**src/rtl/dist_hdr_fifo_param.sv**
```systemverilog
// dist_hdr_fifo_param
//   Single-clock header FIFO on distributed (LUT) RAM. It buffers per-channel
//   waveform header words between the trigger/header builder and the readout
//   arbiter. All DEPTH = 2**ADDR_W entries are usable. Reads have one cycle of
//   latency into a registered dout, qualified by dout_valid.
//
// Ports
//   clk          clock, rising edge
//   srst         synchronous active-high reset (pointers, flags, count, dout)
//   din          write data, DATA_W bits
//   wr_en        write request
//   rd_en        read request
//   dout         registered read data, holds between reads
//   dout_valid   1-cycle pulse when dout carries a newly read word
//   full         data_count == DEPTH
//   almost_full  data_count >= AFULL_THR
//   empty        data_count == 0
//   data_count   occupancy 0..DEPTH (ADDR_W+1 bits)
//   overflow     1-cycle pulse: a write was rejected
//   underflow    1-cycle pulse: a read was rejected
module dist_hdr_fifo_param #(
  parameter int DATA_W    = 108,
  parameter int ADDR_W    = 5,
  parameter int AFULL_THR = 28
) (
  input  logic              clk,
  input  logic              srst,
  input  logic [DATA_W-1:0] din,
  input  logic              wr_en,
  input  logic              rd_en,
  output logic [DATA_W-1:0] dout,
  output logic              dout_valid,
  output logic              full,
  output logic              almost_full,
  output logic              empty,
  output logic [ADDR_W:0]   data_count,
  output logic              overflow,
  output logic              underflow
);

  localparam int              DEPTH     = 1 << ADDR_W;
  localparam logic [ADDR_W:0] DEPTH_CNT = (ADDR_W+1)'(DEPTH);
  localparam logic [ADDR_W:0] AFULL_CNT = (ADDR_W+1)'(AFULL_THR);

  logic [DATA_W-1:0] mem [DEPTH];
  logic [ADDR_W-1:0] wr_ptr;
  logic [ADDR_W-1:0] rd_ptr;
  logic              rd_acc;
  logic              wr_acc;
  logic [ADDR_W:0]   count_nxt;

  // A write into a full FIFO is allowed when a read frees a slot in the same cycle.
  assign rd_acc = rd_en & ~empty;
  assign wr_acc = wr_en & (~full | rd_acc);

  always_comb begin
    count_nxt = data_count;
    case ({wr_acc, rd_acc})
      2'b10:   count_nxt = data_count + 1'b1;
      2'b01:   count_nxt = data_count - 1'b1;
      default: count_nxt = data_count;
    endcase
  end

  // RAM array: no reset so it maps onto LUT RAM; reset still blocks writes.
  always_ff @(posedge clk) begin
    if (wr_acc && !srst) begin
      mem[wr_ptr] <= din;
    end
  end

  // Pointers, count, flags and registered read port.
  always_ff @(posedge clk) begin
    if (srst) begin
      wr_ptr      <= '0;
      rd_ptr      <= '0;
      data_count  <= '0;
      empty       <= 1'b1;
      full        <= 1'b0;
      almost_full <= 1'b0;
      dout        <= '0;
      dout_valid  <= 1'b0;
      overflow    <= 1'b0;
      underflow   <= 1'b0;
    end else begin
      if (wr_acc) begin
        wr_ptr <= wr_ptr + 1'b1;
      end
      if (rd_acc) begin
        dout   <= mem[rd_ptr];
        rd_ptr <= rd_ptr + 1'b1;
      end
      dout_valid  <= rd_acc;
      data_count  <= count_nxt;
      // Flags come from the next count so they line up with data_count.
      empty       <= (count_nxt == '0);
      full        <= (count_nxt == DEPTH_CNT);
      almost_full <= (count_nxt >= AFULL_CNT);
      overflow    <= wr_en & ~wr_acc;
      underflow   <= rd_en & empty;
    end
  end

endmodule

```
**config.mk**
```make
export PLATFORM = sky130hd
export DESIGN_NAME = dist_hdr_fifo_param
export DESIGN_NICKNAME = d
export VERILOG_FILES = /design/src/rtl/dist_hdr_fifo_param.sv
export SDC_FILE = /design/constraint.sdc
export NUM_CORES = 2
export LEC_CHECK = 0
export BUFFER_PORTS_ARGS = -buffer_cell sky130_fd_sc_hd__buf_2
export CORE_MARGIN = 4
export CORE_UTILIZATION = 50
export DETAILED_ROUTE_END_ITERATION = 16
export HOLD_SLACK_MARGIN = 0.05
export PLACE_DENSITY = 0.66
export SLEW_MARGIN = 20
export SYNTH_ARGS = -nofsm -noshare
export SYNTH_HDL_FRONTEND = slang
export SYNTH_SLANG_ARGS = --single-unit
```
**constraint.sdc**
```tcl
create_clock -name clk -period 16.5 [get_ports clk]
set_input_delay 3.3 -clock clk [delete_from_list [all_inputs] [get_ports clk]]
set_output_delay 3.3 -clock clk [all_outputs]
set_load 0.1 [all_outputs]
```
# Word level (Yosys, flattened, before mapping)

Memory sizes are Yosys's and may differ from the RTL's. A register that Yosys moved wholly into a read port is not among the register bits.
Cells that the tools add are included.

Memories: 1
Bits in read-only memories: 0
Bits of input ports: 112
Register bits after elaboration: 22
Word-level logic and storage cells: 32
Latch bits: 0
RAM bits: 3456
Output and inout port bits: 120

Memory list:

| memory | words | width | read ports | clocked after Yosys merged registers in | wr ports | RTL line | source |
|---|---|---|---|---|---|---|---|
| mem    | 32    | 108   | 1          | 1                                       | 1        | 45       | `logic [DATA_W-1:0] mem [DEPTH];` |

Magnitude comparators: 1
Reduce and logical (&&, ||, !) cells: 3
Shift operators: 0
$add $sub $neg: 4
Bitwise operators: 8
Multiplexer cells: 3
$mul: 0
Div/mod/pow operators: 0
Equal/unequal tests: 3

Operators with widths:

| operator            | number |
|---|---|
| $pmux 6 s2          | 1 |
| $add 5x1->5 const B | 2 |
| $add 6x1->6 const B | 1 |
| $eq 6x6->1 const B  | 1 |
| $ge 6x5->1 const B  | 1 |
| $logic_not 6->1     | 1 |
| $sub 6x1->6 const B | 1 |
| $and 1x1->1         | 4 |
| $not 1->1           | 3 |
| $eq 2x1->1 const B  | 1 |
| $eq 2x2->1 const B  | 1 |
| $mux 1              | 2 |
| $logic_and 1x1->1   | 1 |
| $logic_not 1->1     | 1 |
| $or 1x1->1          | 1 |

# Longest topological paths before layout

Word-level depth: 7
Mapped depth: 13
Mapped depth without buffers: 11

# Least setup slack after synthesis

No wires, ideal clock.

Path kind: input -> register
From: input srst
To: memory mem[12][0] (enable)
Setup slack: 7380 ps
Stages on the path: 5
Data required time: 15924 ps
Arrival: 8544 ps
Path buffers: 1
Library setup time: 576 ps
Path through: clkbuf_1 > nand2b_1 > a21oi_1 > nand2_1 > nor2_1

Word-level cells in the longest chain between the ends: 4

Ends and longest elaborated chain:

| item                         | RTL line | source |
|---|---|---|
| start: declaration           | 27       | `input logic srst,` |
| $logic_not 1->1              | 67       | `if (wr_acc && !srst) begin` |
| $logic_and 1x1->1            | 67       |  |
| $mux 1                       | 67       |  |
| $mux 1 (not written as such) | 68       | `mem[wr_ptr] <= din;` |
| end: declaration             | 45       |  |

No other way between the ends.

# Final worst setup path

From: input srst
To: memory mem[0][50] (enable)

The elaborated chain is that of the path after synthesis.

==> out/results.tsv <==
metric	value	unit
synth_area	0.135	mm^2
layout.nets	6735	
drc_errors	0	
grt-ovfl-total	0	
drv_cap	0	
die_x	529	um
synth_warnings	0	
cts.clk_slew.worst_paths	0.06	ns
place_congestion	0.802	
setup_tns	0	ns
rrSetupSlack	10.62	ns
drive_gt1_share	23.9	%
synth.avg_cell_area	21.7	um^2
finalSetupViolations	0	
tightest_slew	1.16	ns
start_kind	input pin	
cts_buffers	357	
synth_edf_count	3456	
track_usage	24.1	%
synthDominantCellAreaShare	76.6	%
ios	232	
hold_class	reg2reg	
path_cells	buf_6, nand2b_1, a21oi_1, nand2_1, nor2_4, buf_4, buf_4	
p_leak	46.3	nW
synth_top_area_cell	edfxtp_1	
synth_cell_types	51	
dr_total_vias	65500	
worstSetupEndpointType	flop	
power_density	137	mW/mm^2
firstDrtPassIters	6	
vdd_drop_max	124	uV
port_buffers	231	
cts_resized	0	
syn_inst	6248	
yosys-top-cells-area	edfxtp_1, mux4_2, mux2i_1, dfxtp_1, nor2_1	
path_max_fanout	49	
rows	190	
reg2reg_depth	10	
area_growth	12.7	%
rsz0062_at_grt	no	
die-area	0.279	mm^2
critPathKind	in2reg	
grt_pass1_vias	66100	
clockBufferDepth	4	
dp_hpwl	184000	um
cts.sinks	3586	
ant_nets	0	
avgRoutedWirePerCell	32.3	um
worstSetupPathDepth	7	
drt_iter0_markers	7224	
cts_tree	built	
min_period	7.07	ns
crit_arrival	7.55	ns
status	finished, final reports clean	
fillers	19500	
slowest_delay	0.97	ns
wl	339000	um
placeableCoreArea	0.269	mm^2
grt_pass1_wl	486000	um
postCtsSetupRepairBufs	0	
hold_viol_final	0	
synth_ff_type	edfxtp_1	
syn_nets	6368	
cts-hold-fix-buffers	0	
cp_top_family	simple AND/OR/NAND/NOR gates	
power.total	0.0209	W
synth-seq-cells	3586	
max_slew_margin	23.0	%
crit_required	16.99	ns
hold_depth	2	
slowest_stage	nor2_4	
start_util	50.4	%
grt_max_degree	116	
htree_levels	5	
async_reset_ff_share	0	%
vias_per_cell	6.25	
skew	0.0880	ns
root_buffer	clkbuf_16	
max_freq	142	MHz
period_share	42.8	%
path_common_cell	buf_4	
insertion_delay	0.94	ns
critPathBufInv	3	
antenna_found_initial	15	
ys_seq_area_share	78.5	%
slew_violations	0	
die_height	529	um
-- cells by family after synthesis --
kind of cell | count (synthesis) | synth area share (%)
buffers and inverters | 360 | 1.35
AOI/OAI and AO/OA | 410 | 2.00
muxes | 1240 | 15.8
and+or+nand+nor | 632 | 2.17
adders and majority gates | 8 | 0.0739
DFF | 3586 | 78.5
xor gates and xnor gates | 12 | 0.0776
-- power by group --
part	leakage [nW]	switching, W	internal (W)
registers	32.2	0.000103	0.0101
clock network	5.71	0.00344	0.00463
logic	8.48	0.00167	0.000955
total	46.3	0.00521	0.0157
-- per-stage QoR --
| stage | utilization [%] | worst slack (ns) | hold slack, ns | area, um^2 | instances |
|---|---|---|---|---|---|
| 2_1_floorplan | - | 7.38 | 0.554 | 135000 | 6248 |
| 3_3_place_gp | 52.4 | 8.47 | 0.448 | 141000 | 9805 |
| 3_5_place_dp | 52.4 | 8.40 | 0.462 | 141000 | 9807 |
| 4_1_cts | 56.8 | 9.35 | 0.467 | 153000 | 10500 |
| 5_1_grt | 56.8 | 9.23 | 0.489 | 153000 | 10500 |
| 6_report | 56.8 | 9.43 | 0.471 | 153000 | 10500 |
-- worst paths after layout --
check | startpoint | end
worst max-delay path | srst | mem[0][50]
worst min-delay path | dout[59] | dout[59]
worst max register to register | rd_ptr[1] | dout[65]
worst min register to register | dout[59] | dout[59]
-- layout by cell type (no fill, tap or decap), types with 9 or more instances in the layout --
cell type	Yosys	layout
clkbuf_16	0	361
a22oi_1	60	60
dfxtp_1	130	125
nor2b_1	35	34
nor2_4	0	35
o21ai_0	37	37
edfxtp_1	3456	3456
mux4_2	721	721
buf_12	0	15
buf_2	96	230
nor4_1	146	145
a21oi_1	41	41
clkinvlp_4	0	9
clkbuf_1	163	96
buf_4	68	113
a211oi_1	34	31
bufinv_16	0	29
o41ai_1	30	30
clkinv_2	0	61
clkinv_16	0	12
mux2i_1	519	519
clkinv_1	0	53
o22ai_1	182	182
nand2_1	49	46
clkbuf_8	0	23
nor2_1	366	331
-- tightest hold or removal path: stages (launching register included) --
cell and delay (ns):
dfxtp_1 0.32, nand2_1 0.06, o41ai_1 0.05
-- area by class of cell --
| type | count | area, um^2 | share of cell area, % |
|---|---|---|---|
| Sequential cell | 3586 | 106000 | 69.7 |
| Inverter | 5 | 23.8 | 0.0156 |
| Antenna cell | 8 | 20.0 | 0.0131 |
| Multi-Input combinational cell | 2302 | 27600 | 18.1 |
| Timing Repair Buffer | 363 | 2400 | 1.58 |
| Clock buffer | 480 | 9710 | 6.36 |
| Clock inverter | 182 | 2040 | 1.33 |
| Tap cell | 3552 | 4440 | 2.91 |
-- per-layer routing --
metal | routed length, um | part of all wire, % | global-route usage, % | vias to the layer above
met5 | 37 | 0.011 | 0 | -
met4 | 12400 | 3.7 | 8.21 | 6
met3 | 25800 | 7.6 | 4.28 | 522
met2 | 171000 | 50 | 40.3 | 2837
met1 | 130000 | 38 | 32.4 | 35200
li1 | - | - | - | 26900
-- cell usage after synthesis (all sizes together), types with 3 or more instances --
cell type	n
nand2b	7
o41ai	30
o31ai	3
xor2	8
a32o	5
o21ai	41
o221ai	4
nor4	146
edfxtp	3456
nor2	366
buf	191
nor2b	35
clkbuf	164
inv	5
nand3	4
o22ai	182
ha	8
a21oi	41
or3	3
a211oi	34
nand4	5
mux4	721
nand3b	4
xnor2	4
mux2i	519
dfxtp	130
a22oi	60
nand2	49
nor3b	4
-- sequential cells by signal (all words and copies together) (netlist names) --
signal,cells
mem,3456
dout,108
data_count,6
rd_ptr,5
wr_ptr,5
almost_full,1
dout_valid,1
empty,1
full,1
overflow,1
underflow,1
No activity file was read; power rests on OpenSTA's default activity.
